[config.mk]
export PLATFORM = sky130hd
export DESIGN_NAME = counter_syn_sched
export DESIGN_NICKNAME = d
export VERILOG_FILES = /design/src/rtl/counter_syn_sched.sv
export SDC_FILE = /design/constraint.sdc
export NUM_CORES = 1
export LEC_CHECK = 0
export CAP_MARGIN = 20
export CELL_PAD_IN_SITES_DETAIL_PLACEMENT = 1
export CELL_PAD_IN_SITES_GLOBAL_PLACEMENT = 1
export CORE_UTILIZATION = 36
export CTS_BUF_LIST = sky130_fd_sc_hd__clkbuf_8
export DETAILED_ROUTE_END_ITERATION = 10
export GPL_TIMING_DRIVEN = 0
export PLACE_DENSITY_LB_ADDON = 0.1
export SLEW_MARGIN = 20
export SYNTH_ARGS = -nofsm -noshare
export SYNTH_HDL_FRONTEND = slang
export SYNTH_SLANG_ARGS = --single-unit
[constraint.sdc]
create_clock -name i_clk -period 4.9 [get_ports i_clk]
set_input_delay 0.98 -clock i_clk [delete_from_list [all_inputs] [get_ports i_clk]]
set_output_delay 0.98 -clock i_clk [all_outputs]
set_load 0.03 [all_outputs]
[src/rtl/counter_syn_sched.sv]
// Round-robin scheduler that shares one bus-synchronizer channel among NUM_REQ requesters.
// The winner's word is held for HOLD_CYCLES clocks and tagged by a toggle. An ack is sent when the hold ends.
module counter_syn_sched #(
    parameter int NUM_REQ     = 4,
    parameter int BUS_WIDTH   = 4,
    parameter int ID_WIDTH    = 2,
    parameter int HOLD_CYCLES = 6
) (
    input  logic                           i_clk,
    input  logic                           i_rstn,
    input  logic                           i_en,
    input  logic [NUM_REQ-1:0]             i_req,
    input  logic [NUM_REQ*BUS_WIDTH-1:0]   i_data,
    output logic [NUM_REQ-1:0]             o_ack,
    output logic                           o_busy,
    output logic [BUS_WIDTH-1:0]           o_syn_data,
    output logic [ID_WIDTH-1:0]            o_syn_id,
    output logic                           o_syn_tgl
);

    localparam int                  CNT_W    = $clog2(HOLD_CYCLES);
    localparam logic [CNT_W-1:0]    CNT_LOAD = CNT_W'(HOLD_CYCLES - 1);
    localparam logic [ID_WIDTH-1:0] PTR_RST  = ID_WIDTH'(NUM_REQ - 1);
    localparam logic [0:0]          ST_IDLE  = 1'b0;
    localparam logic [0:0]          ST_HOLD  = 1'b1;

    logic [0:0]           state_q, state_d;
    logic [CNT_W-1:0]     cnt_q, cnt_d;
    logic [ID_WIDTH-1:0]  ptr_q, ptr_d;
    logic [BUS_WIDTH-1:0] data_q, data_d;
    logic [ID_WIDTH-1:0]  id_q, id_d;
    logic                 tgl_q, tgl_d;
    logic                 busy_q, busy_d;
    logic [NUM_REQ-1:0]   ack_q, ack_d;

    logic [BUS_WIDTH-1:0] req_word [NUM_REQ];
    logic [NUM_REQ-1:0]   above_ptr;
    logic [NUM_REQ-1:0]   req_above;
    logic [ID_WIDTH-1:0]  win_above;
    logic [ID_WIDTH-1:0]  win_any;
    logic [ID_WIDTH-1:0]  winner;
    logic                 hit_above;
    logic                 req_any;
    logic                 start;
    logic                 hold_done;

    generate
        for (genvar gi = 0; gi < NUM_REQ; gi++) begin : g_req
            assign req_word[gi]  = i_data[gi*BUS_WIDTH +: BUS_WIDTH];
            assign above_ptr[gi] = (ID_WIDTH'(gi) > ptr_q);
            assign ack_d[gi]     = hold_done && (ptr_q == ID_WIDTH'(gi));
        end
    endgenerate

    // Round-robin: lowest request above the last grant wins, else wrap to the lowest request overall.
    assign req_above = i_req & above_ptr;
    assign hit_above = |req_above;
    assign req_any   = |i_req;

    always_comb begin
        win_above = '0;
        win_any   = '0;
        for (int k = NUM_REQ - 1; k >= 0; k--) begin
            if (req_above[k]) begin
                win_above = ID_WIDTH'(k);
            end
            if (i_req[k]) begin
                win_any = ID_WIDTH'(k);
            end
        end
    end

    assign winner    = hit_above ? win_above : win_any;
    assign start     = (state_q == ST_IDLE) && i_en && req_any;
    assign hold_done = (state_q == ST_HOLD) && (cnt_q == '0);

    always_comb begin
        state_d = state_q;
        cnt_d   = cnt_q;
        ptr_d   = ptr_q;
        data_d  = data_q;
        id_d    = id_q;
        tgl_d   = tgl_q;
        busy_d  = busy_q;
        if (start) begin
            state_d = ST_HOLD;
            cnt_d   = CNT_LOAD;
            ptr_d   = winner;
            data_d  = req_word[winner];
            id_d    = winner;
            tgl_d   = ~tgl_q;
            busy_d  = 1'b1;
        end else if (hold_done) begin
            // The following IDLE cycle is mandatory, which keeps the ack and the next capture apart.
            state_d = ST_IDLE;
            busy_d  = 1'b0;
        end else if (state_q == ST_HOLD) begin
            cnt_d = cnt_q - CNT_W'(1);
        end
    end

    always_ff @(posedge i_clk or negedge i_rstn) begin
        if (!i_rstn) begin
            state_q <= ST_IDLE;
            cnt_q   <= '0;
            ptr_q   <= PTR_RST;
            data_q  <= '0;
            id_q    <= '0;
            tgl_q   <= 1'b0;
            busy_q  <= 1'b0;
            ack_q   <= '0;
        end else begin
            state_q <= state_d;
            cnt_q   <= cnt_d;
            ptr_q   <= ptr_d;
            data_q  <= data_d;
            id_q    <= id_d;
            tgl_q   <= tgl_d;
            busy_q  <= busy_d;
            ack_q   <= ack_d;
        end
    end

    assign o_ack      = ack_q;
    assign o_busy     = busy_q;
    assign o_syn_data = data_q;
    assign o_syn_id   = id_q;
    assign o_syn_tgl  = tgl_q;

endmodule

# ---- Word level (Yosys, flattened, before mapping)
# Cells that the tools add are included.
dict set report totals {
  ff_bits 17
  out_inout_bits 12
  inputBits 23
}
dict set report classes {
  mux 17
  order_cmp 5
  bitwise_logic 4
  reduce_logical 14
  n_eq_ne 4
  addsub 1
}
# operator count
set ops {}
lappend ops {{two-way mux 2 bit} 9}
lappend ops {{two-way mux 3 bit} 3}
lappend ops {{binary-select mux 4 bit (select 2 bit)} 1}
lappend ops {{two-way mux 4 bit} 2}
lappend ops {{OR reduction 4 bit} 2}
lappend ops {{logical AND 1 bit} 7}
lappend ops {{bitwise AND 4 bit} 1}
lappend ops {{equality test 2 bit (second input constant)} 2}
lappend ops {{greater-than comparator 1 x 2 -> 1 bit (first input constant)} 2}
lappend ops {{greater-than comparator 2 bit (first input constant)} 2}
lappend ops {{nonzero test 2 bit} 2}
lappend ops {{>= comparator 3 bit (second input constant)} 1}
lappend ops {{zero test 3 bit} 1}
lappend ops {{NOT 2 -> 3 bit} 1}
lappend ops {{subtractor 3 x 1 -> 3 bit (second input constant)} 1}
lappend ops {{equality test 2 x 1 -> 1 bit (second input constant)} 1}
lappend ops {{zero test 2 bit} 1}
lappend ops {{two-way mux 1 bit} 2}
lappend ops {{inequality test 2 bit (second input constant)} 1}
lappend ops {{NOT 1 bit} 2}
lappend ops {{AND reduction 2 bit} 1}

# ---- Depth between registers and ports, before layout
# Gate-level depths: netlist of the first run.
dict set report logic_depth {
  ltp_word 11
  mapped_depth 7
  depth_no_buf 6
}

# ---- Worst setup path after synthesis of the first run
# OpenSTA, ideal clock, no wires.
dict set report synth_timing {
  path_kind {input port to flip-flop}
  from {input i_req[3]}
  to {register data_q[0] (netlist: o_syn_data[0])}
  slack_ps 2777
  setup_ps 136
  required_ps 4764
  cell_stages 6
  arrival_ps 1986
  path_cell_list {nor2b_1 > o21ai_1 > and2_4 > buf_12 > a2111oi_2 > a211oi_2}
}
dict set report synth_via {
  elab_chain_len 10
}
# item line
set synth_lines {}
lappend synth_lines {{start: declaration} 12} ;# input logic [NUM_REQ-1:0] i_req,
lappend synth_lines {{bitwise AND 4 bit} 56} ;# assign req_above = i_req & above_ptr;
lappend synth_lines {{two-way mux 2 bit (4 in a row)} 64} ;# if (req_above[k]) begin
lappend synth_lines {{two-way mux 2 bit} 73} ;# assign winner = hit_above ? win_above : win_any;
lappend synth_lines {{NOT 2 -> 3 bit (implied by the code)} 89} ;# data_d = req_word[winner];
lappend synth_lines {{binary-select mux 4 bit (select 2 bit)} 89}
lappend synth_lines {{two-way mux 4 bit (implied by the code) (2 in a row)} 89}
lappend synth_lines {{end signal: assignment} 116} ;# data_q <= data_d;
lappend synth_lines {{end: declaration} 30} ;# logic [BUS_WIDTH-1:0] data_q, data_d;
# Parallel ways exist; a longest one is shown, timed or not. The select of a mux whose other input is x is not followed.
# A chain may end at the register's enable or synchronous reset.

# ---- Final worst setup path of the first run
# Same ends and word-level chain as after synthesis.

==> impl_metrics.yaml, run 1 <==
layout:
  area.growth.synth_to_final_pct: 45.7
  layout.filler_cells: 251
  layout_common_cells: "clkdlybuf4s50_1 (34), dfrtp_1 (15), nor2_1 (8)"
  final_core_utilization_pct: 58.0
  regArea_um2: 428
  finalNetCount: 150
  drive_above_1_share_pct: 15.3
  combined_area_of_the_multi_input_logic_cells_um2: 439
  layout.cells.most_common: "clkdlybuf4s50_1"
  diodes: 0
  finalNonFillerCells: 152
placed_design:
  portBuffers: 34
  dp.final_hpwl_mm: 1.75
  dp.cells: 148
  final_weighted_congestion_of_routability_driven_global_placement: 0.725
route:
  ant_nets: 0
  detail_route.vias_per_cell: 5.24
  route.vias.total: 797
  wirelength_mm: 2.28
  routedWlPerCell_um: 15.0
  drc_errors_left: 0
  first_pass_iters: 4
  drtIter0Drc: 9
timing:
  layout_worst_path_cycle_share_pct: 53.3
  finalWorstPathRequiredPeriod_ns: 2.61
  finClkSkew_ns: 0.00484
  tns_ns: 0
  hold_violations: 0
  max_slew_margin_pct: 49.1
  fin_hold_ws_ns: 0.480
  grt_setup_unrepaired: "no"
  tightest_slew_ns: 0.761
  report.final.setup_viol: 0
  timing.final.max_slew_violations: 0
  fmax_mhz: 383
min_path:
  hold_path_startpoint: "o_syn_tgl"
  worst_hold_path_type: "flip-flop to flip-flop"
  min_delay_worst_endpoint: "o_syn_tgl"
  worstHoldPathCells: 1
yosys:
  synth-seq-area-share_pct: 46.4
  synthesis.instances: 86
  synth_enable_flop_cells: 0
  synthesis.area_per_instance_um2: 10.7
  synthDistinctLibCells: 30
  synth.ff_latch_count: 17
  synth_flop_cell: "dfrtp_1"
  netlist_area_um2: 922
  synth_nets: 111
  synth.yosys.warnings: 0
  synth_async_sr_flop_share_pct: 100
worst_setup_path:
  required_ns: 5.02
  worstSetupEndpointType: "flip-flop"
  critPathLaunchType: "input pin"
  cp_max_fo: 10
  worst_r2r_startpoint: "ptr_q[1]"
  worstRegToRegCells: 6
  ff2ff_setup_slack_ns: 3.12
  timing.setup.critical_path_class: "input pin to flip-flop"
  reg2reg_to: "o_syn_data[3]"
  critical_path_arrival_ns: 2.73
clocking:
  clk-insertion-delay-late_ns: 0.25
  cts_root_buf: "clkbuf_8"
  cts_htree_levels: 1
  cts.path.max_buffers: 2
  clk_pin_slew_ns: 0.06
  cts.repair_timing.setup_buffer_count: 0
  cts.sinks: 17
  cts_resized: 0
  cts_hold_repair.buffers: 0
  inserted_clock_buffers: 3
  tritoncts: "yes"
job:
  max_cap_viol_count: 0
power_and_ir_drop:
  static-leakage-power_uw: 0.000559
  fin_total_pwr_uw: 753
  worst_ir_drop_vdd_v: 0.000356
  cellPowerDensity_nw_per_um2: 561
die:
  initial_core_utilization_pct: 39.8
  core_ar_um2: 2320
  dieHeight_um: 52.6
  num_io_pins: 35
  rows: 17
  die-width_um: 52.6
  total_die_area_um2: 2770
global_route:
  first_global_vias: 875
  grt_first_pass_wirelength_mm: 4.06
  globalRouteTotalUtil_pct: 20.6
  grt_remaining_overflow: 0
  antenna_found_initial: 0
  grt_start_max_net_pins: 18
status:
  status: "finished, final reports clean"
## state kept, by name, summed over array words and instances (netlist names)
register    cells
o_busy          1
o_syn_data      4
cnt_q           3
o_syn_id        2
o_ack           4
o_syn_tgl       1
ptr_q           2
## final cells by class
cell class,instances,area share (%)
plain buffers,4,2.42
inverters,6,1.68
multi-input cells,59,32.7
clock inverters,1,0.372
clock buffers,3,3.07
flip-flops and latches,17,31.8
repair buffers,34,25.3
well taps,28,2.61
## worst max path at each step
stage,slack [ns],cells past startpoint,endpoint,from
6_report,2.29,7,o_syn_data[0],i_req[3]
3_3_place_gp,2.06,7,o_syn_data[0],i_req[3]
3_5_place_dp,2.06,7,o_syn_data[0],i_req[3]
5_1_grt,2.18,7,o_syn_data[0],i_req[3]
2_1_floorplan,2.78,6,o_syn_data[0],i_req[3]
4_1_cts,2.30,7,o_syn_data[0],i_req[3]
## Yosys cell counts, types with 2 or more instances
cell type  count  area, µm²
inv_1          5       18.8
xnor2_1        2       17.5
ha_1           2       25.0
nor2_1         8       30.0
dfrtp_1       15        375
a211oi_2       4       50.1
clkbuf_1       2       7.51
nor2b_1        2       12.5
o21ai_0        2       10.0
a21boi_0       4       30.0
mux2i_1        4       40.0
a2111oi_2      4       60.1
dfstp_2        2       52.6
a21oi_1        3       15.0
nand3b_1       2       15.0
a21o_1         2       15.0
nand2_1        6       22.5
nor3_1         5       25.0
## where the power goes
group / switching, µW / leakage [µW] / internal, µW
Clock: 46.2 / 0.0000255 / 56.3
Sequential: 46.0 / 0.000201 / 204
Combinational: 223 / 0.000332 / 178
## cell families after synthesis
kind of cell	share of synthesized area (%)
buffers and inverters	5.97
and+or+nand+nor	14.5
adders and majority gates	2.71
xor gates and xnor gates	1.90
muxes	4.34
DFF	46.4
AOI/OAI and AO/OA	24.2
## worst max-delay path: stages
cell and delay (ns):
clkdlybuf4s50_1 0.51, nor2b_1 0.19, o21ai_1 0.17, and2_4 0.21
buf_12 0.14, a2111oi_2 0.44, a211oi_2 0.08
## layer usage
layer	wire (µm)	track usage (%)	up-vias
met2	1140	34.6	19
met3	78	5.51	2
li1	-	-	380
met5	0	0	-
met4	20	6.58	0
met1	1040	25.2	396
## per-stage QoR
step                      cell area, µm²  setup WS (ns)
after detailed placement            1300           2.06
final                               1340           2.29
after floorplan                      922           2.78
after global routing                1340           2.18
after global placement              1300           2.06
after CTS                           1340           2.30
Power figures use the tool's default switching activity.
==> run 2, diff against run 1 <==
--- a/config.mk
+++ b/config.mk
@@ -8,7 +8,7 @@
 export CAP_MARGIN = 20
 export CELL_PAD_IN_SITES_DETAIL_PLACEMENT = 1
 export CELL_PAD_IN_SITES_GLOBAL_PLACEMENT = 1
-export CORE_UTILIZATION = 36
+export CORE_UTILIZATION = 30
 export CTS_BUF_LIST = sky130_fd_sc_hd__clkbuf_8
 export DETAILED_ROUTE_END_ITERATION = 10
 export GPL_TIMING_DRIVEN = 0
==> constraint.sdc (replaced) <==
create_clock -name i_clk -period 2.29 [get_ports i_clk]
set_input_delay 0.458 -clock i_clk [delete_from_list [all_inputs] [get_ports i_clk]]
set_output_delay 0.458 -clock i_clk [all_outputs]
set_load 0.03 [all_outputs]
==> run 2 against run 1 <==
The run now ends with design-rule violations left. Clock skew is essentially flat. Via count decreased by 1.1%. Register-to-register slack lost 2.7 ns. Final cell count grew 2.0%. Sequential power is 110% higher. Total power increased by 110%. Clock-buffer cell count unchanged. Worst hold slack got worse by 0.0053 ns. Critical path type unchanged. Largest power group unchanged.
==> impl_metrics.yaml, run 2 (same netlist as run 1, synthesis figures left out) <==
min_path:
  worst_hold_path_type: "flip-flop to flip-flop"
route:
  routedWlPerCell_um: 14.7
  route.vias.total: 788
  ant_nets: 0
  drtIter0Drc: 15
  detail_route.vias_per_cell: 5.08
  drc_errors_left: 3
  first_pass_iters: 7
  wirelength_mm: 2.28
placed_design:
  portBuffers: 34
  final_weighted_congestion_of_routability_driven_global_placement: 0.733
  dp.final_hpwl_mm: 1.75
  dpl_cell_area_um2: 1300
power_and_ir_drop:
  worst_ir_drop_vdd_v: 0.000625
  combPwrFrac_pct: 53.0
  switching_share_pct: 41.7
  cellPowerDensity_nw_per_um2: 1190
  p_int_uw: 938
  clock_power_share_pct: 14.0
  power.share.sequential_pct: 33.0
  static-leakage-power_uw: 0.000559
  netSwitchingPower_uw: 671
layout:
  area.growth.synth_to_final_pct: 46.1
  layout_common_cells: "clkdlybuf4s50_1 (34), dfrtp_1 (15), nor2_1 (8)"
  finalNetCount: 150
  diodes: 0
  stdcell_area_um2: 1350
  drive_above_1_share_pct: 15.3
  final_core_utilization_pct: 47.6
  layout.cells.most_common: "clkdlybuf4s50_1"
global_route:
  globalRouteTotalUtil_pct: 15.6
  antenna_found_initial: 0
  first_global_vias: 830
  grt_first_pass_wirelength_mm: 3.91
  grt_remaining_overflow: 0
  grt_start_max_net_pins: 18
die:
  core_ar_um2: 2830
  dieHeight_um: 57.4
  die-width_um: 57.4
  total_die_area_um2: 3300
  initial_core_utilization_pct: 32.6
  rows: 19
  num_io_pins: 35
status:
  violations: "design-rule violations"
  status: "complete, but fails checks"
worst_setup_path:
  critical_path_arrival_ns: 2.25
  critical-path-top-delay-family: "compound AO/OA/AOI/OAI gates"
  worst-path-buf-inv: 2
  cp_max_fo: 10
  ordered_list_of_cells_on_the_worst_path: "clkdlybuf4s50_1, nor2b_1, o21ai_1, and2_4, buf_12, a2111oi_2, a211oi_2"
  critical-path-max-stage-delay_ns: 0.52
  library_cell_contributing_the_largest_single_delay_on_the_critical_path: "clkdlybuf4s50_1"
  timing.setup.critical_path_class: "input pin to flip-flop"
  critPathLaunchType: "input pin"
  required_ns: 2.41
  worstSetupEndpointType: "flip-flop"
timing:
  layout_worst_path_cycle_share_pct: 92.8
  fmax_mhz: 470
  report.final.setup_viol: 0
  grt_setup_unrepaired: "no"
  timing.final.max_slew_violations: 0
  tightest_slew_ns: 0.768
  max_slew_margin_pct: 48.6
  hold_violations: 0
  finClkSkew_ns: 0.00509
  fin_hold_ws_ns: 0.475
  finalWorstPathRequiredPeriod_ns: 2.13
clocking:
  cts_root_buf: "clkbuf_8"
  inserted_clock_buffers: 3
  cts_resized: 0
  cts_hold_repair.buffers: 0
  clk_pin_slew_ns: 0.06
  cts.repair_timing.setup_buffer_count: 0
  cts.path.max_buffers: 2
  cts_htree_levels: 1
  clk-insertion-delay-late_ns: 0.26
  cts.sinks: 17
  tritoncts: "yes"
job:
  max_cap_viol_count: 0
[run 2: cell type report]
| type | count | area, µm² |
|---|---|---|
| Buffer | 4 | 32.5 |
| Clock buffer | 3 | 41.3 |
| Clock inverter | 1 | 5.00 |
| Fill cell | 333 | 1480 |
| Inverter | 6 | 22.5 |
| Multi-Input combinational cell | 59 | 439 |
| Sequential cell | 17 | 428 |
| Tap cell | 31 | 38.8 |
| Timing Repair Buffer | 34 | 340 |
[run 2: routing by layer]
layer / vias to the layer above / routed length, µm / global-route usage (%)
met5: - / 0 / 0
met4: 0 / 19 / 4.18
met3: 3 / 131 / 4.31
met2: 25 / 1110 / 26.1
met1: 379 / 1020 / 19.8
li1: 381 / - / -
[run 2: power by group through the flow]
| stage | clock network (µW) | logic (µW) | registers (µW) |
|---|---|---|---|
| after floorplan | 0 | 422 | 669 |
| after global placement | 0 | 841 | 532 |
| after detailed placement | 0 | 863 | 536 |
| after CTS | 237 | 868 | 534 |
| after global routing | 249 | 935 | 553 |
| final | 226 | 853 | 531 |
[run 2: per-stage QoR]
| stage | total power (µW) | instances | setup slack, ns | setup TNS, ns |
|---|---|---|---|---|
| floorplan | 1090 | 86 | 0.686 | 0 |
| global placement | 1370 | 151 | -0.0355 | -0.0625 |
| detailed placement | 1400 | 151 | -0.102 | -0.198 |
| CTS | 1640 | 155 | 0.140 | 0 |
| global route | 1740 | 155 | 0.0814 | 0 |
| finish | 1610 | 155 | 0.164 | 0 |
[run 2: path summary, 6_finish.rpt]
path	startpoint	cells past startpoint	slack [ns]	end
worst max-delay path	i_req[3]	7	0.16	o_syn_data[3]
worst min-delay path	o_syn_tgl	1	0.47	o_syn_tgl
worst max register to register	ptr_q[1]	6	0.46	o_syn_data[1]
worst min register to register	o_syn_tgl	1	0.47	o_syn_tgl
max in group asynchronous	i_rstn	1	1.15	cnt_q[0]
min in group asynchronous	i_rstn	1	0.65	cnt_q[2]
==> run 3, diff against run 2 <==
--- a/config.mk
+++ b/config.mk
@@ -8,6 +8,7 @@
 export CAP_MARGIN = 20
 export CELL_PAD_IN_SITES_DETAIL_PLACEMENT = 1
 export CELL_PAD_IN_SITES_GLOBAL_PLACEMENT = 1
+export CORE_ASPECT_RATIO = 0.6
 export CORE_UTILIZATION = 30
 export CTS_BUF_LIST = sky130_fd_sc_hd__clkbuf_8
 export DETAILED_ROUTE_END_ITERATION = 10
==> run 3 against run 2 <==
The flow now finishes without violations. Critical path depth unchanged. Final cell count rose by 7.1%. Sequential share of layout area down 0.38 points. Die area increased by 0.23%. Fmax up 0.82%. Non-clock buffer count is the same. Register-to-register slack gained 0.03 ns. Highest routed layer unchanged.
==> impl_metrics.yaml, run 3 (same netlist as run 1, synthesis figures left out) <==
status:
  status: "finished, final reports clean"
timing:
  finalWorstPathRequiredPeriod_ns: 2.11
  fin_hold_ws_ns: 0.479
  tns_ns: 0
  hold_violations: 0
  grt_setup_unrepaired: "no"
  layout_worst_path_cycle_share_pct: 92.1
  report.final.setup_viol: 0
  max_slew_margin_pct: 50.2
  tightest_slew_ns: 0.745
  post-route-worst-setup-slack_ns: 0.182
  fmax_mhz: 474
  finClkSkew_ns: 0.00405
  timing.final.max_slew_violations: 0
route:
  wirelength_mm: 2.22
  routedWlPerCell_um: 13.4
  drc_errors_left: 0
  ant_nets: 0
  drtIter0Drc: 14
  route.vias.total: 777
  detail_route.vias_per_cell: 4.68
  first_pass_iters: 2
global_route:
  antenna_found_initial: 0
  globalRouteTotalUtil_pct: 15.6
  first_global_vias: 767
  grt_start_max_net_pins: 18
  grt_first_pass_wirelength_mm: 3.67
  grt_remaining_overflow: 0
worst_setup_path:
  critPathLaunchType: "input pin"
  timing.setup.critical_path_class: "input pin to flip-flop"
  ordered_list_of_cells_on_the_worst_path: "clkdlybuf4s50_1, nor2b_1, o21ai_1, and2_4, buf_12, a2111oi_2, a211oi_2"
  ff2ff_setup_slack_ns: 0.49
  worstSetupEndpointType: "flip-flop"
  critical-path-top-delay-family: "compound AO/OA/AOI/OAI gates"
  library_cell_contributing_the_largest_single_delay_on_the_critical_path: "clkdlybuf4s50_1"
  cp_max_fo: 10
  worst-path-buf-inv: 2
  critical-path-max-stage-delay_ns: 0.52
  required_ns: 2.41
  critical_path_arrival_ns: 2.23
clocking:
  cts.path.max_buffers: 2
  tritoncts: "yes"
  clk_pin_slew_ns: 0.07
  cts_root_buf: "clkbuf_8"
  cts_resized: 0
  cts.repair_timing.setup_buffer_count: 0
  clk-insertion-delay-late_ns: 0.25
  cts.sinks: 17
  cts_hold_repair.buffers: 0
  inserted_clock_buffers: 3
  cts_htree_levels: 1
die:
  core_ar_um2: 2890
  initial_core_utilization_pct: 31.9
  dieHeight_um: 44.9
  die-width_um: 73.6
  num_io_pins: 35
  total_die_area_um2: 3310
  rows: 15
layout:
  diodes: 0
  final_core_utilization_pct: 47.2
  finalNonFillerCells: 166
  area.growth.synth_to_final_pct: 47.9
  finalNetCount: 150
  layout.cells.most_common: "clkdlybuf4s50_1"
  drive_above_1_share_pct: 15.3
  layout_common_cells: "clkdlybuf4s50_1 (34), dfrtp_1 (15), nor2_1 (8)"
power_and_ir_drop:
  cellPowerDensity_nw_per_um2: 1180
  worst_ir_drop_vdd_v: 0.000585
  static-leakage-power_uw: 0.000555
job:
  max_cap_viol_count: 0
min_path:
  worst_hold_path_type: "flip-flop to flip-flop"
placed_design:
  post-place-ws_ns: -0.132
  dp.final_hpwl_mm: 1.78
  dp.cells: 162
  portBuffers: 34
  final_weighted_congestion_of_routability_driven_global_placement: 0.715
[run 3: cell count changes in the layout (fill, tap and decap cells not counted), sizes merged]
cell,before,now
clkinv,1,0
clkinvlp,0,1
[run 3: area by class of cell]
class	count	area, µm²
flip-flops and latches	17	428
multi-input cells	59	439
clock inverters	1	7.51
repair buffers	34	340
plain buffers	4	32.5
clock buffers	3	41.3
well taps	42	52.6
fillers	350	1530
inverters	6	22.5
[run 3: stage by stage]
stage	power [µW]	area, µm²
floorplan	1090	922
global placement	1370	1320
detailed placement	1400	1320
CTS	1640	1360
global route	1750	1360
finish	1610	1360
[run 3: final timing paths]
kind	startpoint	end	depth (start not counted)
worst max-delay path	i_req[3]	o_syn_data[0]	7
worst min-delay path	o_syn_tgl	o_syn_tgl	1
worst max register to register	ptr_q[1]	o_syn_data[0]	5
worst min register to register	o_syn_tgl	o_syn_tgl	1
max in group asynchronous	i_rstn	cnt_q[2]	1
min in group asynchronous	i_rstn	cnt_q[0]	1
[run 3: per-layer routing]
layer | track usage, % | routed length (µm) | up-vias
li1 | - | - | 381
met1 | 22.9 | 1190 | 375
met2 | 22.6 | 907 | 19
met3 | 5.58 | 115 | 2
met4 | 2.31 | 8 | 0
met5 | 0 | 0 | -
[run 3: power by group]
group | internal, µW | switching, µW
logic | 379 | 475
clock network | 122 | 106
registers | 437 | 93.9
